--- config.mk ---
export PLATFORM = sky130hd
export DESIGN_NAME = fold_remover_scan
export DESIGN_NICKNAME = d
export VERILOG_FILES = /design/src/rtl/fold_pkg.sv /design/src/rtl/fold_flag_gen.sv /design/src/rtl/fold_remover_scan.sv
export SDC_FILE = /design/constraint.sdc
export NUM_CORES = 2
export LEC_CHECK = 0
export ABC_CLOCK_PERIOD_IN_PS = 42700
export CAP_MARGIN = 40
export CORE_UTILIZATION = 52
export CTS_CLUSTER_DIAMETER = 50
export CTS_CLUSTER_SIZE = 25
export DETAILED_ROUTE_END_ITERATION = 16
export MAX_ROUTING_LAYER = met4
export PLACE_DENSITY = 0.74
export SETUP_SLACK_MARGIN = 0.02
export SYNTH_ARGS = -nofsm -noshare
export SYNTH_HDL_FRONTEND = slang
export SYNTH_SLANG_ARGS = --single-unit
export TNS_END_PERCENT = 50
--- constraint.sdc ---
create_clock -name clk -period 42.7 [get_ports clk]
set_input_delay 6.405 -clock clk [delete_from_list [all_inputs] [get_ports clk]]
set_output_delay 6.405 -clock clk [all_outputs]
set_load 0.02 [all_outputs]
--- src/rtl/fold_pkg.sv ---
// Shared types and helpers for the column fold remover.
// Pure declarations: no state, no latency.
// No flow control lives here.
package fold_pkg;

  // Widest sample the difference/abs helper is sized for.
  localparam int MAX_W      = 32;
  localparam int PKG_DATA_W = 16;

  typedef logic signed [PKG_DATA_W-1:0] sample_t;
  typedef logic signed [PKG_DATA_W:0]   diff_t;

  typedef enum logic [1:0] {
    IDLE       = 2'd0,
    SCAN_CLEAR = 2'd1,
    SCAN_FOLD  = 2'd2
  } scan_state_e;

  // Magnitude of a sign-extended difference; the unsigned result keeps the
  // full range, so the most negative input still yields its true magnitude.
  function automatic logic [MAX_W:0] abs_diff(input logic signed [MAX_W:0] d);
    logic [MAX_W:0] u;
    u = d;
    if (d[MAX_W]) begin
      u = ~u + (MAX_W+1)'(1);
    end
    return u;
  endfunction

endpackage

--- src/rtl/fold_flag_gen.sv ---
// Row-to-row differences, threshold flags and dilation for one captured column.
// Latency: flags and sign bits are registered one cycle after the column settles.
// No backpressure: recomputes every cycle from the held column and threshold.
module fold_flag_gen
  import fold_pkg::*;
#(
  parameter int ROWS   = 19,
  parameter int DATA_W = 16,
  parameter int RADIUS = 1
) (
  input  logic                           clk,
  input  logic                           rst,
  input  logic [ROWS-1:0][DATA_W-1:0]    col_i,
  input  logic [DATA_W-1:0]              thresh_i,
  output logic [ROWS-1:0]                flag_o,
  output logic [ROWS-1:0]                neg_o
);

  logic [ROWS-1:0] t_w;
  logic [ROWS-1:0] f_d;
  logic [ROWS-1:0] neg_d;

  // Full-precision differences (DATA_W+1 bits never wrap) and threshold test.
  always_comb begin
    logic [DATA_W:0]        d;
    logic signed [MAX_W:0]  dx;
    t_w   = '0;
    neg_d = '0;
    d     = '0;
    dx    = '0;
    for (int n = 1; n < ROWS; n++) begin
      d        = {col_i[n][DATA_W-1], col_i[n]} - {col_i[n-1][DATA_W-1], col_i[n-1]};
      dx       = signed'({{(MAX_W-DATA_W){d[DATA_W]}}, d});
      t_w[n]   = abs_diff(dx) >= {{(MAX_W+1-DATA_W){1'b0}}, thresh_i};
      neg_d[n] = d[DATA_W];
    end
    // Row 0 has a zero difference, so it only trips on a zero threshold.
    t_w[0] = (thresh_i == '0);
  end

  // Dilate each flag across +/-RADIUS rows; rows beyond the column read as 0.
  always_comb begin
    f_d = '0;
    for (int n = 0; n < ROWS; n++) begin
      for (int k = -RADIUS; k <= RADIUS; k++) begin
        if ((n + k >= 0) && (n + k < ROWS)) begin
          f_d[n] = f_d[n] | t_w[n+k];
        end
      end
    end
  end

  // Register flags and difference signs for the scan.
  always_ff @(posedge clk or posedge rst) begin
    if (rst) begin
      flag_o <= '0;
      neg_o  <= '0;
    end else begin
      flag_o <= f_d;
      neg_o  <= neg_d;
    end
  end

endmodule

--- src/rtl/fold_remover_scan.sv ---
// Fold remover: flags steep row steps, dilates them, clamps each flagged run.
// Latency: out_valid ROWS+1 cycles after capture; one column per ROWS+1 cycles.
// Backpressure: in_ready is low for the whole scan; in_valid while busy is ignored.
// Optional FOLD_REMOVER_STATS_EN adds fold_count and fold_rows outputs.
module fold_remover_scan
  import fold_pkg::*;
#(
  parameter int ROWS          = 19,
  parameter int DATA_W        = 16,
  parameter int RADIUS        = 1,
  parameter int FILL_MAG      = 1000,
  parameter int TAIL_FILL_ALL = 1
) (
  input  logic                                clk,
  input  logic                                reset,
  input  logic                                in_valid,
  output logic                                in_ready,
  input  logic signed [ROWS-1:0][DATA_W-1:0]  in,
  input  logic [DATA_W-1:0]                   thresh,
  output logic                                out_valid,
  output logic signed [ROWS-1:0][DATA_W-1:0]  out,
  output logic                                busy
`ifdef FOLD_REMOVER_STATS_EN
  ,
  output logic [$clog2(ROWS+1)-1:0]           fold_count,
  output logic [ROWS-1:0]                     fold_rows
`endif
);

  localparam int IDX_W = $clog2(ROWS);
  localparam int CNT_W = $clog2(ROWS+1);
  localparam logic [DATA_W-1:0] NEG_FILL = DATA_W'(-FILL_MAG);
  localparam logic [DATA_W-1:0] POS_FILL = DATA_W'(FILL_MAG);

  scan_state_e                  state_q, nxt_state;
  logic [IDX_W-1:0]             idx_q;
  logic                         prime_q;
  logic [ROWS-1:0][DATA_W-1:0]  col_q, work_q, work_d, out_q;
  logic [DATA_W-1:0]            thresh_q;
  logic                         out_valid_q, in_ready_q, busy_q;
  logic [ROWS-1:0]              flag_w, neg_w;
  logic                         last_row, row_flag, open_fold, fill_all;
  logic [DATA_W-1:0]            row_val;
`ifdef FOLD_REMOVER_STATS_EN
  logic [CNT_W-1:0]             cnt_q, cnt_d, fold_count_q;
  logic [ROWS-1:0]              mask_q, mask_d, fold_rows_q;
`endif

  fold_flag_gen #(
    .ROWS   (ROWS),
    .DATA_W (DATA_W),
    .RADIUS (RADIUS)
  ) u_flag_gen (
    .clk      (clk),
    .rst      (reset),
    .col_i    (col_q),
    .thresh_i (thresh_q),
    .flag_o   (flag_w),
    .neg_o    (neg_w)
  );

  // Per-row decision for the row under the scan pointer.
  always_comb begin
    last_row  = (idx_q == IDX_W'(ROWS-1));
    row_flag  = flag_w[idx_q];
    row_val   = col_q[idx_q];
    open_fold = 1'b0;
    fill_all  = 1'b0;
    nxt_state = state_q;
    case (state_q)
      SCAN_CLEAR: begin
        if (row_flag) begin
          open_fold = 1'b1;
          if (!last_row) begin
            row_val   = NEG_FILL;
            nxt_state = SCAN_FOLD;
          end else begin
            // Lone flag on the last row: clamp against the step direction.
            row_val = neg_w[idx_q] ? POS_FILL : NEG_FILL;
          end
        end
      end
      SCAN_FOLD: begin
        if (row_flag) begin
          row_val  = NEG_FILL;
          fill_all = last_row && (TAIL_FILL_ALL != 0);
        end else begin
          nxt_state = SCAN_CLEAR;
        end
      end
      default: ;
    endcase
    work_d        = work_q;
    work_d[idx_q] = row_val;
    if (fill_all) begin
      work_d = {ROWS{NEG_FILL}};
    end
`ifdef FOLD_REMOVER_STATS_EN
    mask_d        = mask_q;
    mask_d[idx_q] = row_flag;
    if (fill_all) begin
      mask_d = '1;
    end
    cnt_d = cnt_q + CNT_W'(open_fold);
`endif
  end

  // Capture, one-row-per-cycle scan, and publish of the finished column.
  always_ff @(posedge clk or posedge reset) begin
    if (reset) begin
      state_q     <= IDLE;
      idx_q       <= '0;
      prime_q     <= 1'b0;
      col_q       <= '0;
      thresh_q    <= '0;
      work_q      <= '0;
      out_q       <= '0;
      out_valid_q <= 1'b0;
      in_ready_q  <= 1'b1;
      busy_q      <= 1'b0;
`ifdef FOLD_REMOVER_STATS_EN
      cnt_q        <= '0;
      mask_q       <= '0;
      fold_count_q <= '0;
      fold_rows_q  <= '0;
`endif
    end else begin
      out_valid_q <= 1'b0;
      case (state_q)
        IDLE: begin
          if (in_valid && in_ready_q) begin
            col_q      <= in;
            thresh_q   <= thresh;
            idx_q      <= '0;
            prime_q    <= 1'b1;
            state_q    <= SCAN_CLEAR;
            in_ready_q <= 1'b0;
            busy_q     <= 1'b1;
`ifdef FOLD_REMOVER_STATS_EN
            cnt_q  <= '0;
            mask_q <= '0;
`endif
          end
        end
        default: begin
          // First cycle after capture only waits for the flags to register.
          if (prime_q) begin
            prime_q <= 1'b0;
          end else begin
            work_q <= work_d;
`ifdef FOLD_REMOVER_STATS_EN
            cnt_q  <= cnt_d;
            mask_q <= mask_d;
`endif
            if (last_row) begin
              out_q       <= work_d;
              out_valid_q <= 1'b1;
              state_q     <= IDLE;
              in_ready_q  <= 1'b1;
              busy_q      <= 1'b0;
`ifdef FOLD_REMOVER_STATS_EN
              fold_count_q <= cnt_d;
              fold_rows_q  <= mask_d;
`endif
            end else begin
              idx_q   <= idx_q + IDX_W'(1);
              state_q <= nxt_state;
            end
          end
        end
      endcase
    end
  end

  assign in_ready  = in_ready_q;
  assign out_valid = out_valid_q;
  assign out       = out_q;
  assign busy      = busy_q;
`ifdef FOLD_REMOVER_STATS_EN
  assign fold_count = fold_count_q;
  assign fold_rows  = fold_rows_q;
`endif

endmodule

==> flow_metrics.env <==
export IMPL_grt_max_degree=122
export IMPL_viasPerCell=6.32
export IMPL_clock_latency_ns=0.75
export IMPL_die_h_um=355
export IMPL_route_detailed_wl_per_inst_um=25.2
export IMPL_critPathLaunch="reset"
export IMPL_overflow=0
export IMPL_root_buffer="clkbuf_16"
export IMPL_synthCells=7151
export IMPL_crit_type="input pin to asynchronous set/reset pin"
export IMPL_fin_util_pct=61.8
export IMPL_ys_ff_latch=948
export IMPL_drt_iter0_markers=6587
export IMPL_grt_pass1_wl_um=352000
export IMPL_post_dp_hpwl_um=179000
export IMPL_finalCriticalPeriod_ns=9.72
export IMPL_die_w_um=355
export IMPL_status="finished, final reports clean"
export IMPL_cts_hold_fix_buffers=0
export IMPL_yosysTopAreaCell="dfrtp_1"
export IMPL_rsz0062_at_grt="no"
export IMPL_drive_gt1_share_pct=5.77
export IMPL_synthTopCellsByCount="dfrtp_1 (947), nand2_1 (913), o21ai_0 (740), ha_1 (603), inv_1 (413)"
export IMPL_worst_pin_slew_ns=0.963
export IMPL_whs_endpoint="out[28]"
export IMPL_postRouteAntennaNets=0
export IMPL_cts_htree_levels=3
export IMPL_wl_um=236000
export IMPL_hold_viol=0
export IMPL_first_pass_iters=9
export IMPL_gp_congestion=0.998
export IMPL_synthArstFlopShare_pct=100
export IMPL_drc_errors=0
export IMPL_syn_to_final_growth_pct=17.9
export IMPL_place_area_um2=72700
export IMPL_core_area_um2=123000
export IMPL_synth_edff_count=0
export IMPL_finalNonFillerCells=9385
export IMPL_ys_dominant_reg_cell="dfrtp_1"
export IMPL_synthDistinctLibCells=102
export IMPL_finalMaxSlewViolations=0
export IMPL_port_buffers=629
export IMPL_cts_buffers=99
export IMPL_reg2reg_depth=17
export IMPL_cts_setup_buffers=0
export IMPL_cts_sinks=948
export IMPL_grt_antenna_before_repair=6
export IMPL_ios=630
export IMPL_ff2ff_setup_slack_ns=36.75
export IMPL_grt_usage_pct=38.1
export IMPL_synth_most_common_cell="dfrtp_1"
export IMPL_dp_cells=9196
export IMPL_fin_crit_sh_pct=22.8
export IMPL_syn_area_per_cell_um2=9.05
export IMPL_grt_pass1_vias=55930
export IMPL_vias=59347
export IMPL_setup_tns_final_ns=0
export IMPL_ys_warnings_count=0
export IMPL_cp_required_ns=43.46
export IMPL_yosys_top_cells_area="dfrtp_1 (37%), ha_1 (12%), o21ai_0 (5.7%), nand2_1 (5.3%), xnor2_1 (3.8%)"
export IMPL_setup_violations=0
export IMPL_fillCellCount=10579
export IMPL_r2r_start="col_q[129]"
export IMPL_cts_resized_gates=0
export IMPL_cts_buffer_depth=3
export IMPL_hold_path_startpoint="out[28]"
export IMPL_path_max_fanout=108
export IMPL_finalInstanceArea_um2=76300
export IMPL_clock_fmax_mhz=103
export IMPL_synth_seq_area_share_pct=36.7
export IMPL_cp_data_arrival_time_ns=10.47
export IMPL_tritoncts="yes"
export IMPL_reg2reg_to="u_flag_gen.flag_o[8]"
export IMPL_dieArea_um2=126000
export IMPL_holdPathStages=2
export IMPL_nets=8604
export IMPL_relSlewSlack_pct=35.6
export IMPL_initial_utilization_pct=52.4
export IMPL_synth_area_um2=64700
export IMPL_cp_start_kind="input pin"
export IMPL_mappedNetlistNets=8095
export IMPL_synth_top_cell_area_share_pct=36.6
export IMPL_num_rows=129
export IMPL_maxCapViolations=0
export IMPL_clk_pin_slew_ns=0.06
export IMPL_min_delay_path_class="register to register"
export IMPL_endpoint_kind="asynchronous set/reset pin"
export IMPL_clock_skew_ns=0.0692
==> worst max-delay path by stage <==
stage / to / slack (ns) / depth (start not counted)
2_1_floorplan: busy / 9.63 / 1
3_3_place_gp: out[99] / 31.92 / 6
3_5_place_dp: col_q[242] / 32.17 / 7
4_1_cts: col_q[257] / 32.92 / 7
5_1_grt: col_q[240] / 32.47 / 7
6_report: col_q[257] / 32.98 / 7
==> layout by cell type (no fill, tap or decap), types with 37 or more instances in the layout <==
master / count
nor2b_1: 92
xor2_1: 154
nor3_1: 109
nor4_1: 40
inv_1: 404
ha_1: 603
a22o_1: 42
o22a_1: 181
a31oi_1: 62
o211ai_1: 68
nand4_1: 54
o32a_1: 71
o21a_1: 95
nand2b_1: 93
a32o_1: 46
a21oi_1: 382
xnor2_1: 278
nor2_1: 399
o21ai_1: 45
mux4_2: 70
nand3_1: 153
and3_1: 43
dfrtp_1: 943
a211oi_1: 47
o31ai_1: 37
nand2_1: 911
a21o_1: 86
clkdlybuf4s50_1: 629
buf_4: 76
o21ai_0: 740
clkbuf_16: 99
==> per-stage QoR <==
step / hold slack [ns] / setup WS, ns
3_3_place_gp: 0.454 / 31.92
4_1_cts: 0.469 / 32.92
2_1_floorplan: 0.449 / 9.63
3_5_place_dp: 0.456 / 32.17
6_report: 0.468 / 32.98
5_1_grt: 0.488 / 32.47
==> critical path, cell delays in order <==
cell and delay, ns:
clkdlybuf4s50_1 0.50, inv_8 0.54, buf_4 0.73, buf_4 0.69, buf_4 0.40, buf_16 0.33
buf_4 0.64
==> cell type report <==
class,instances,area (um2),area share [%]
clock inverter,81,1030,1.35
sequential,948,23700,31.1
timing repair buffer,719,7190,9.43
antenna,5,12.5,0.0164
tap,1637,2050,2.69
inverter,422,1600,2.09
multi-input combinational,5470,38100,50.0
clock buffer,103,2510,3.29
==> logic make-up after synthesis <==
family	share of synthesized area (%)
DFF	36.7
and+or+nand+nor	14.8
xor gates and xnor gates	5.85
buffers and inverters	4.44
muxes	3.18
adders and majority gates	12.2
AOI/OAI and AO/OA	22.8
==> per-layer routing <==
layer / vias up / track usage (%) / wire [um]
li1: 26992 / - / -
met1: 29002 / 50.2 / 97000
met2: 2783 / 57.0 / 104000
met3: 570 / 6.08 / 21100
met4: 0 / 18.9 / 13700
met5: - / - / 0
==> registers in the layout, indices dropped and copies added, names as in the netlist <==
register,count
col_q,304
out,304
work_q,288
u_flag_gen.flag_o,19
thresh_q,16
u_flag_gen.neg_o,6
idx_q,5
state_q,2
busy,1
in_ready,1
out_valid,1
prime_q,1
Power is left out: the tool's default activity adds up to more than one toggle a clock period on the data nets, which glitch-free logic cannot reach.
